### config.mk
export PLATFORM = sky130hd
export DESIGN_NAME = conc_obs_recorder
export DESIGN_NICKNAME = d
export VERILOG_FILES = /design/src/rtl/conc_pkg.sv /design/src/rtl/conc_trace_fifo.sv /design/src/rtl/conc_obs_recorder.sv
export SDC_FILE = /design/constraint.sdc
export NUM_CORES = 1
export LEC_CHECK = 0
export CORE_MARGIN = 2
export CORE_UTILIZATION = 50
export DETAILED_ROUTE_END_ITERATION = 12
export PLACE_DENSITY = 0.77
export SYNTH_ARGS = -nofsm -noshare
export SYNTH_HDL_FRONTEND = slang
export SYNTH_SLANG_ARGS = --single-unit
export TNS_END_PERCENT = 5
### constraint.sdc
create_clock -name clock -period 5.6 [get_ports clock]
set_input_delay 1.12 -clock clock [delete_from_list [all_inputs] [get_ports clock]]
set_output_delay 1.12 -clock clock [all_outputs]
set_load 0.01 [all_outputs]
### src/rtl/conc_pkg.sv
// Shared types for the concolic observation recorder.
// Optional feature macro: CONC_REC_OVERWRITE_EN (see conc_trace_fifo).
package conc_pkg;

    typedef enum logic [1:0] {
        ST_IDLE = 2'd0,
        ST_RUN  = 2'd1,
        ST_DONE = 2'd2
    } conc_rec_state_t;

    localparam int CONC_DROP_W = 16;
    localparam int CONC_PC_W   = 32;
    localparam int CONC_DATA_W = 1;

    // Default-width view of one trace entry; the fifo stores {pc, data}.
    typedef struct packed {
        logic [CONC_PC_W-1:0]   pc;
        logic [CONC_DATA_W-1:0] data;
    } conc_trace_t;

endpackage

### src/rtl/conc_trace_fifo.sv
// Register-array circular trace buffer with occupancy count.
// CONC_REC_OVERWRITE_EN: a write into a full buffer replaces the oldest entry.
module conc_trace_fifo
    import conc_pkg::*;
#(
    parameter int W     = CONC_PC_W + CONC_DATA_W,
    parameter int DEPTH = 16
) (
    input  logic                     i_clk,
    input  logic                     i_rst_n,
    input  logic                     i_clr,
    input  logic                     i_wr_en,
    input  logic [W-1:0]             i_wr_data,
    input  logic                     i_rd_en,
    output logic [W-1:0]             o_rd_data,
    output logic [$clog2(DEPTH):0]   o_count,
    output logic                     o_empty,
    output logic                     o_full,
    output logic                     o_ovf
);

    localparam int AW = $clog2(DEPTH);
    localparam int CW = AW + 1;

    logic [W-1:0]  r_mem [DEPTH];
    logic [AW-1:0] r_wr_ptr;
    logic [AW-1:0] r_rd_ptr;
    logic [CW-1:0] r_count;

    logic w_full;
    logic w_empty;
    logic w_pop;
    logic w_ovf;
    logic w_write;
    logic w_adv_rd;

    assign w_full  = (r_count == CW'(DEPTH));
    assign w_empty = (r_count == '0);
    assign w_pop   = i_rd_en && !w_empty;
    assign w_ovf   = i_wr_en && w_full && !w_pop;

`ifdef CONC_REC_OVERWRITE_EN
    assign w_write  = i_wr_en;
    assign w_adv_rd = w_pop || w_ovf;
`else
    assign w_write  = i_wr_en && !w_ovf;
    assign w_adv_rd = w_pop;
`endif

    always_ff @(posedge i_clk or negedge i_rst_n) begin
        if (!i_rst_n) begin
            r_wr_ptr <= '0;
            r_rd_ptr <= '0;
            r_count  <= '0;
        end else if (i_clr) begin
            r_wr_ptr <= '0;
            r_rd_ptr <= '0;
            r_count  <= '0;
        end else begin
            if (w_write) begin
                r_wr_ptr <= r_wr_ptr + AW'(1);
            end
            if (w_adv_rd) begin
                r_rd_ptr <= r_rd_ptr + AW'(1);
            end
            if (w_write && !w_adv_rd) begin
                r_count <= r_count + CW'(1);
            end else if (!w_write && w_adv_rd) begin
                r_count <= r_count - CW'(1);
            end
        end
    end

    // Storage needs no reset: the head is masked while empty.
    always_ff @(posedge i_clk) begin
        if (w_write && !i_clr) begin
            r_mem[r_wr_ptr] <= i_wr_data;
        end
    end

    assign o_rd_data = w_empty ? '0 : r_mem[r_rd_ptr];
    assign o_count   = r_count;
    assign o_empty   = w_empty;
    assign o_full    = w_full;
    assign o_ovf     = w_ovf;

endmodule

### src/rtl/conc_obs_recorder.sv
// Observation recorder: step counting FSM, capture qualification, drop count.
// CONC_REC_OVERWRITE_EN selects overwrite-oldest on a full trace buffer.
module conc_obs_recorder
    import conc_pkg::*;
#(
    parameter int DATA_W = 1,
    parameter int PC_W   = 32,
    parameter int DEPTH  = 16
) (
    input  logic                   clock,
    input  logic                   reset,
    input  logic                   start,
    input  logic                   flush,
    input  logic [PC_W-1:0]        max_steps,
    input  logic                   step,
    input  logic                   obs,
    input  logic [DATA_W-1:0]      data,
    output logic                   rd_valid,
    input  logic                   rd_ready,
    output logic [PC_W-1:0]        rd_pc,
    output logic [DATA_W-1:0]      rd_data,
    output logic [$clog2(DEPTH):0] count,
    output logic                   busy,
    output logic                   done,
    output logic                   overflow,
    output logic [CONC_DROP_W-1:0] drop_cnt
);

    conc_rec_state_t r_state;
    conc_rec_state_t w_state_nxt;

    logic [PC_W-1:0]        r_pc;
    logic [PC_W-1:0]        r_max;
    logic                   r_busy;
    logic                   r_done;
    logic                   r_overflow;
    logic [CONC_DROP_W-1:0] r_drop;

    logic [PC_W-1:0]        w_pc_inc;
    logic                   w_run;
    logic                   w_cap;
    logic                   w_load;
    logic                   w_rd_en;
    logic                   w_empty;
    logic                   w_full;
    logic                   w_ovf;
    logic [PC_W+DATA_W-1:0] w_head;

    assign w_run    = (r_state == ST_RUN);
    assign w_pc_inc = r_pc + PC_W'(1);
    assign w_cap    = w_run && step && obs && !flush;
    assign w_load   = start && (r_state != ST_RUN) && !flush;
    assign w_rd_en  = rd_ready && !flush;

    always_comb begin
        w_state_nxt = r_state;
        unique case (r_state)
            ST_IDLE: if (start) w_state_nxt = ST_RUN;
            ST_RUN: begin
                if (step && (r_max != '0) && (w_pc_inc == r_max)) begin
                    w_state_nxt = ST_DONE;
                end
            end
            ST_DONE: if (start) w_state_nxt = ST_RUN;
            default: w_state_nxt = ST_IDLE;
        endcase
        if (flush) begin
            w_state_nxt = ST_IDLE;
        end
    end

    always_ff @(posedge clock or negedge reset) begin
        if (!reset) begin
            r_state <= ST_IDLE;
            r_busy  <= 1'b0;
            r_done  <= 1'b0;
        end else begin
            r_state <= w_state_nxt;
            r_busy  <= (w_state_nxt == ST_RUN);
            r_done  <= (w_state_nxt == ST_DONE);
        end
    end

    always_ff @(posedge clock or negedge reset) begin
        if (!reset) begin
            r_pc  <= '0;
            r_max <= '0;
        end else if (flush) begin
            r_pc  <= '0;
        end else if (w_load) begin
            r_pc  <= '0;
            r_max <= max_steps;
        end else if (w_run && step) begin
            r_pc  <= w_pc_inc;
        end
    end

    // Drops are counted in both modes; the count saturates rather than wraps.
    always_ff @(posedge clock or negedge reset) begin
        if (!reset) begin
            r_overflow <= 1'b0;
            r_drop     <= '0;
        end else if (flush) begin
            r_overflow <= 1'b0;
            r_drop     <= '0;
        end else if (w_ovf) begin
            r_overflow <= 1'b1;
            if (r_drop != '1) begin
                r_drop <= r_drop + CONC_DROP_W'(1);
            end
        end
    end

    conc_trace_fifo #(
        .W     (PC_W + DATA_W),
        .DEPTH (DEPTH)
    ) u_fifo (
        .i_clk     (clock),
        .i_rst_n   (reset),
        .i_clr     (flush),
        .i_wr_en   (w_cap),
        .i_wr_data ({w_pc_inc, data}),
        .i_rd_en   (w_rd_en),
        .o_rd_data (w_head),
        .o_count   (count),
        .o_empty   (w_empty),
        .o_full    (w_full),
        .o_ovf     (w_ovf)
    );

    assign rd_valid = !w_empty;
    assign rd_pc    = w_head[PC_W+DATA_W-1:DATA_W];
    assign rd_data  = w_head[DATA_W-1:0];
    assign busy     = r_busy;
    assign done     = r_done;
    assign overflow = r_overflow;
    assign drop_cnt = r_drop;

endmodule

==> results.yml, run 1 <==
detailed_routing:
  ant_nets: 0
  firstDrtPassIters: 5
  via_count: 15660
  drcViolationCount: 0
  drtIter0Drc: 1703
  wl_per_cell_um: 23.99
  vias_per_cell: 6.073
  routed_wl_mm: 61.84
cells_and_area:
  layout-drive-gt1-share_pct: 15.62
  nNetsFinal: 1891
  fin_util_pct: 57.92
  syn_to_final_growth_pct: 14.65
timing:
  finalSetupTns_ps: 0
  worstMarginPinSlew_ps: 1366
  setup_viol: 0
  finalHoldViolCount: 0
  layout_setup_ws_ps: 629.6
  fmax_mhz: 201.2
  rsz0062_at_grt: "false"
  period_minus_slack_ps: 4970
  slew_violations: 0
  clock_skew_ps: 12.94
  slew_headroom_pct: 8.617
  period_share_pct: 88.76
worst_setup_path:
  cp_top_family: "buffers and inverters"
  cp_slowest_stage_delay_ps: 670
  cp_max_fo: 49
  critPathRequiredTime_ps: 4480
  cp_num_buf_inv: 3
  critPathSlowestCell: "clkdlybuf4s50_1"
  crit_path_start_kind: "register"
  cp-end-kind: "primary output"
  arrival_ps: 3850
  path_cells: "buf_4, nand2_2, buf_4, nor2_1, nor2_1, o21ai_0, nand2_1, a211oi_1, clkdlybuf4s50_1"
  path_class: "reg2out"
synth:
  ys_seq_elements: 626
  mappedNetlistArea_mm2: 0.02649
  yosys-top-cells-area: "edfxtp_1, dfrtp_1, mux4_2, mux2i_1, nor2_1"
  ys_types: 74
  yosysSeqAreaShare_pct: 69.10
  syn_area_per_cell_um2: 15.38
  synthTopCellsByCount: "edfxtp_1, nor2_1, mux2i_1"
  netlist_instances: 1723
  yosys.area.top_type: "edfxtp_1"
  synth.most_common_cell: "edfxtp_1"
  synth_edf_count: 528
  syn_nets: 1774
  synth_top_area_share_pct: 59.85
  ys_async_sr_fraction_pct: 15.65
  synthFlopType: "edfxtp_1"
  yosys_warnings: 0
power:
  vdd_drop_max_uv: 274.2
  power_density_mw_per_mm2: 372.3
  leakagePower_nw: 10.14
clocking:
  cts-resized-gates: 0
  worstSkewPairLatency_ps: 620
  clock-sinks: 626
  clkTransAtPathRegs_ps: 60
  cts_tree: "yes"
  cts_setup_buffers: 0
  root_buffer: "clkbuf_16"
  cts_hold_buf: 0
  cts_buffers: 59
  clockBufferDepth: 3
  h-tree-depth: 2
global_routing:
  grt.total_usage_pct: 22.88
  grt_pass1_wl_mm: 94.14
  grt_antenna_before_repair: 2
  overflow: 0
  grt_pass1_vias: 15520
  grt_max_degree: 59
placed_design:
  port_buffers: 97
  pre_cts_slack_ps: 984.1
  hpwlAfterDp_mm: 37.53
  place.gp.congestion: 0.9323
floorplan:
  die_w_um: 234.2
  dieArea_mm2: 0.05484
  core_mm2: 0.05245
  rows: 84
  start_util_pct: 50.52
  pin_count: 98
  die_y_um: 234.2
flow_run:
  maxCapViolations: 0
min_path:
  min_path_type: "in2async"
outcome:
  status: "completed"
## placed cells by master, fill, tap and decap left out, types with 12 or more instances in the layout
master	count
nand2_1	88
o221ai_1	34
mux4_2	66
mux2i_1	138
and2_2	16
nand4_1	23
nor2_1	167
xor2_1	37
mux2_2	30
buf_4	54
inv_1	21
nor4_1	12
clkbuf_16	59
dfrtp_1	94
edfxtp_1	528
o21ai_0	110
a211oi_1	34
xnor2_1	28
a21oi_1	22
nand3_1	20
clkdlybuf4s50_1	96
## per-stage QoR
step / instance area (um2) / std cells / hold slack (ps) / total power [mW]
finish: 30380 / 2578 / 491.6 / 11.31
global route: 30380 / 2578 / 520.8 / 11.68
detailed placement: 28400 / 2466 / 511.6 / 7.453
global placement: 28400 / 2466 / 489.5 / 7.428
CTS: 30340 / 2576 / 491.2 / 11.37
floorplan: 26490 / 1723 / 471.2 / 6.666
## metal layers
metal	up-vias	part of all wire, %	track usage (%)
met5	-	0	0
li1	6901	-	-
met1	7935	41	31.63
met3	120	7.1	2.699
met4	0	2.7	6.962
met2	699	49	38.32
## logic make-up after synthesis
logic type               Yosys count  synth area share (%)
flip-flops                       626                 69.10
AND/OR/NAND/NOR                  405                 7.556
AO/OA/AOI/OAI                    257                 6.319
multiplexers                     234                 12.10
buffers and inverters            117                 1.795
XOR/XNOR                          73                 2.579
adder cells (fa/ha/maj)           11                0.5478
## state kept, by name, summed over array words and instances, names as in the netlist
name	flops
busy	1
done	1
drop_cnt	16
overflow	1
r_max	32
r_pc	32
r_state	2
u_fifo.o_count	5
u_fifo.r_mem	528
u_fifo.r_rd_ptr	4
u_fifo.r_wr_ptr	4
## path summary, 6_finish.rpt
kind	startpoint	end	slack, ps	cells after the start
max	u_fifo.r_rd_ptr[1]	rd_pc[2]	630	9
min in group clock	r_pc[31]	r_pc[31]	530	1
min	reset	r_pc[12]	490	1
max in group asynchronous	reset	r_max[28]	3950	2
min reg2reg	r_pc[31]	r_pc[31]	530	1
max reg2reg	r_pc[0]	u_fifo.r_mem[2][29]	1540	5
## final cells by class
cell class	instances	area, um2
fillers	3935	22070
flip-flops and latches	626	18320
multi-input cells	980	7777
clock buffers	74	1603
repair buffers	152	1406
well taps	688	860.8
clock inverters	36	331.6
inverters	21	78.83
diodes	1	2.502
## where the power goes
| group | internal (mW) | switching [mW] |
|---|---|---|
| clock | 2.23 | 1.74 |
| sequential | 5.07 | 0.145 |
| combinational | 1.07 | 1.06 |
Note: power is estimated with default switching activity, not from simulation.
==> inputs of run 2 (changes only) <==
- ABC_CLOCK_PERIOD_IN_PS: unset -> 5600
- MAX_ROUTING_LAYER: unset -> met4
- PLACE_DENSITY: 0.77 -> 0.7
==> run 2 against run 1 <==
  * Die area stayed put
  * First-iteration DRC count is 8.0% lower
  * Hold slack better by 20 ps
  * Clock skew is 23 ps higher
  * Clock power hardly changed
  * Critical endpoint is now rd_pc[7]
  * Largest power group unchanged
==> results.yml, run 2 (synthesis gave the netlist of run 1 again) <==
clocking:
  worstSkewPairLatency_ps: 640
  cts_buffers: 61
  clockBufferDepth: 3
  clock-sinks: 626
  cts_hold_buf: 0
  cts_setup_buffers: 0
  h-tree-depth: 2
  clkTransAtPathRegs_ps: 60
  root_buffer: "clkbuf_16"
  cts-resized-gates: 0
  cts_tree: "yes"
power:
  p_total_mw: 11.34
  leakagePower_nw: 10.15
  vdd_drop_max_uv: 259.5
  power_density_mw_per_mm2: 372.6
detailed_routing:
  wl_per_cell_um: 24.11
  routed_wl_mm: 62.27
  via_count: 15540
  vias_per_cell: 6.016
  drtIter0Drc: 1567
  ant_nets: 0
  drcViolationCount: 0
  firstDrtPassIters: 5
timing:
  layout_setup_ws_ps: 487.3
  period_minus_slack_ps: 5113
  setup_viol: 0
  period_share_pct: 91.30
  worstMarginPinSlew_ps: 1305
  clock_skew_ps: 35.44
  slew_violations: 0
  slew_headroom_pct: 12.71
  finalSetupTns_ps: 0
  rsz0062_at_grt: "false"
  fmax_mhz: 195.6
  finalHoldViolCount: 0
cells_and_area:
  largest_reg_flops: 528
  layout_common_cells: "edfxtp_1, nor2_1, mux2i_1"
  fillers: 3986
  final_common_cell: "edfxtp_1"
  layout-drive-gt1-share_pct: 15.15
  multi_input_area_mm2: 0.007785
  syn_to_final_growth_pct: 14.87
  stdcell_area_mm2: 0.03043
  reg.largest.list: "u_fifo.r_mem x528, r_max x32, r_pc x32"
  regArea_mm2: 0.01832
  regMostFlops: "u_fifo.r_mem"
  nNetsFinal: 1895
worst_setup_path:
  worstSetupStartpoint: "u_fifo.r_rd_ptr[2]"
  crit_path_start_kind: "register"
  path_class: "reg2out"
  rr_worst_depth: 9
  crit_end: "rd_pc[7]"
  critPathRequiredTime_ps: 4480
  reg2reg_slack_ps: 1600
  r2r_start: "r_pc[0]"
  reg2reg_to: "done"
  cp_max_fo: 29
  arrival_ps: 3990
  cp-end-kind: "primary output"
floorplan:
  die_w_um: 234.2
  die_y_um: 234.2
  rows: 84
  dieArea_mm2: 0.05484
  pin_count: 98
  start_util_pct: 50.52
  core_mm2: 0.05245
global_routing:
  grt_max_degree: 73
  grt_pass1_vias: 15550
  overflow: 0
  grt.total_usage_pct: 23.88
  grt_pass1_wl_mm: 95.16
  grt_antenna_before_repair: 0
placed_design:
  dpl_cell_area_mm2: 0.02844
  pre_cts_slack_ps: 1098
  port_buffers: 97
  hpwlAfterDp_mm: 38.10
  place.gp.congestion: 0.9249
outcome:
  status: "completed"
flow_run:
  maxCapViolations: 0
min_path:
  min_path_type: "reg2reg"
[run 2: changes by cell type in the layout (fill, tap and decap cells not counted), moves of 3 or more]
cell and delta:
clkinv_1 +3, clkbuf_16 +3, clkbuf_8 -5, clkbuf_1 +11
clkinvlp_4 -5
[run 2: worst min path at each step]
stage                   from       end  slack (ps)  cells after the start
floorplan           r_pc[31]  r_pc[31]         470                      1
global placement    r_pc[31]  r_pc[31]         490                      1
detailed placement  r_pc[31]  r_pc[31]         510                      1
CTS                 r_pc[31]  r_pc[31]         510                      1
global route        r_pc[31]  r_pc[31]         550                      1
finish              r_pc[31]  r_pc[31]         510                      1
[run 2: layer usage]
metal	up-vias	GRT usage [%]	wire, um
li1	6905	-	-
met1	7942	32.71	26490
met2	596	37.91	30320
met3	96	3.003	3970
met4	0	6.863	1489
met5	-	-	0
[run 2: area by class of cell]
class                   instances  area share, %
flip-flops and latches        626          60.19
multi-input cells             980          25.58
clock buffers                  83          5.423
repair buffers                154          4.753
well taps                     688          2.829
clock inverters                30         0.9539
inverters                      21         0.2590
diodes                          1       0.008223
[run 2: report_power, final]
group	internal (mW)	leakage (nW)	switching (mW)
combinational	1.10	3.16	1.00
clock	2.25	0.949	1.72
sequential	5.07	6.04	0.197
total	8.42	10.2	2.92
[run 2: worst max-delay path, stage by stage (launching register included)]
cell and delay (ps):
dfrtp_2 780, nand2b_2 610, buf_4 430, o21ai_0 300, nand2_1 100, a211oi_1 500
clkdlybuf4s50_1 640
[run 2: per-stage QoR]
step           hold slack [ps]  std cells  utilization [%]
2_1_floorplan            471.2       1723                -
3_3_place_gp             489.4       2469            54.23
3_5_place_dp             505.3       2469            54.23
4_1_cts                  513.3       2582            57.93
5_1_grt                  550.1       2582            58.02
6_report                 511.3       2583            58.03
==> inputs of run 3 (changes only) <==
- CELL_PAD_IN_SITES_DETAIL_PLACEMENT: unset -> 0
- CELL_PAD_IN_SITES_GLOBAL_PLACEMENT: unset -> 1
- PLACE_DENSITY: 0.7 -> 0.8
==> run 3 against run 2 <==
  * Sequential share of layout area is 0.16 points higher
  * Hold slack got worse by 4.4 ps
  * Design area fell by 0.28%
  * Combinational power decreased by 2%
  * Setup slack improved by 32 ps
  * Largest cell class unchanged
  * Highest routed layer unchanged
==> results.yml, run 3 (synthesis gave the netlist of run 1 again) <==
cells_and_area:
  diodes: 0
  layout-drive-gt1-share_pct: 14.62
  stdcell_area_mm2: 0.03035
  fin_util_pct: 57.86
  reg.largest.list: "u_fifo.r_mem x528, r_max x32, r_pc x32"
  final_common_cell: "edfxtp_1"
  nNetsFinal: 1877
  regMostFlops: "u_fifo.r_mem"
  instances_no_fill: 2562
  layout_common_cells: "edfxtp_1, nor2_1, mux2i_1"
  syn_to_final_growth_pct: 14.54
  largest_reg_flops: 528
timing:
  period_share_pct: 90.72
  slew_headroom_pct: 13.75
  finalSetupTns_ps: 0
  finalHoldViolCount: 0
  period_minus_slack_ps: 5080
  whs_ps: 506.9
  clock_skew_ps: 19.02
  fmax_mhz: 196.8
  worstMarginPinSlew_ps: 1289
  setup_viol: 0
  rsz0062_at_grt: "false"
  slew_violations: 0
  layout_setup_ws_ps: 519.5
placed_design:
  hpwlAfterDp_mm: 36.06
  placed_cells: 2452
  place.gp.congestion: 0.9502
  dpl_cell_area_mm2: 0.02830
  pre_cts_slack_ps: 1129
  port_buffers: 97
worst_setup_path:
  reg2reg_slack_ps: 1390
  arrival_ps: 3960
  path_class: "reg2out"
  reg2reg_to: "u_fifo.o_count[4]"
  r2r_start: "u_fifo.o_count[0]"
  rr_worst_depth: 10
  cp-end-kind: "primary output"
  crit_path_start_kind: "register"
  cp_max_fo: 69
  critPathRequiredTime_ps: 4480
clocking:
  cts_setup_buffers: 0
  h-tree-depth: 2
  worstSkewPairLatency_ps: 620
  root_buffer: "clkbuf_16"
  cts-resized-gates: 0
  clock-sinks: 626
  cts_tree: "yes"
  cts_hold_buf: 0
  clkTransAtPathRegs_ps: 60
  cts_buffers: 60
  clockBufferDepth: 3
power:
  leakagePower_nw: 10.12
  p_total_mw: 11.42
  vdd_drop_max_uv: 269.6
  power_density_mw_per_mm2: 376.4
detailed_routing:
  via_count: 15360
  drcViolationCount: 0
  routed_wl_mm: 61.52
  drtIter0Drc: 1540
  wl_per_cell_um: 24.01
  vias_per_cell: 5.994
  ant_nets: 0
  firstDrtPassIters: 6
floorplan:
  core_mm2: 0.05245
  die_w_um: 234.2
  die_y_um: 234.2
  dieArea_mm2: 0.05484
  rows: 84
  pin_count: 98
  start_util_pct: 50.52
global_routing:
  overflow: 0
  grt_pass1_wl_mm: 92.96
  grt_busiest_layer: "met2"
  grt_antenna_before_repair: 2
  gr-usage-met1_pct: 32.02
  grt_max_degree: 70
  met3_usage_pct: 3.514
  grt.total_usage_pct: 23.45
  grt_util_met2_pct: 36.43
  grt_pass1_vias: 15360
outcome:
  status: "completed"
min_path:
  hold_depth: 1
  worstHoldStart: "r_pc[31]"
  min_path_type: "reg2reg"
  min_to: "r_pc[31]"
flow_run:
  maxCapViolations: 0
==> run 3: per-layer routing <==
layer / vias up / share of wire, %
met5: - / 0
met4: 0 / 3.0
met3: 117 / 6.8
met2: 590 / 48
met1: 7786 / 42
li1: 6863 / -
==> run 3: power breakdown <==
| group | switching, mW | total [mW] | internal, mW |
|---|---|---|---|
| Combinational | 0.994 | 2.06 | 1.06 |
| Clock | 1.72 | 4.13 | 2.40 |
| Sequential | 0.171 | 5.24 | 5.07 |
==> run 3: critical path, cell delays in order, from the launching register on <==
cell,delay (ps)
dfrtp_2,350
buf_4,840
nand2_2,100
buf_4,320
nor2_1,150
nor2_1,50
o21ai_0,130
o21ai_0,150
a211oi_1,550
clkdlybuf4s50_1,670
==> run 3: worst max path at each step <==
stage / depth (start not counted) / start / end / slack, ps
after global routing: 9 / u_fifo.r_rd_ptr[1] / rd_pc[3] / 200
after global placement: 9 / u_fifo.r_rd_ptr[1] / rd_pc[3] / 1120
final: 9 / u_fifo.r_rd_ptr[1] / rd_pc[2] / 520
after detailed placement: 12 / step / u_fifo.o_count[4] / 1130
after floorplan: 7 / u_fifo.r_rd_ptr[0] / rd_pc[30] / 2110
after CTS: 9 / u_fifo.r_rd_ptr[1] / rd_pc[3] / 490
==> run 3: layout make-up <==
cell class / count / area (um2)
clock inverters: 38 / 437.9
inverters: 21 / 78.83
clock buffers: 72 / 1567
well taps: 688 / 860.8
repair buffers: 137 / 1294
flip-flops and latches: 626 / 18320
multi-input cells: 980 / 7792
fillers: 3961 / 22100
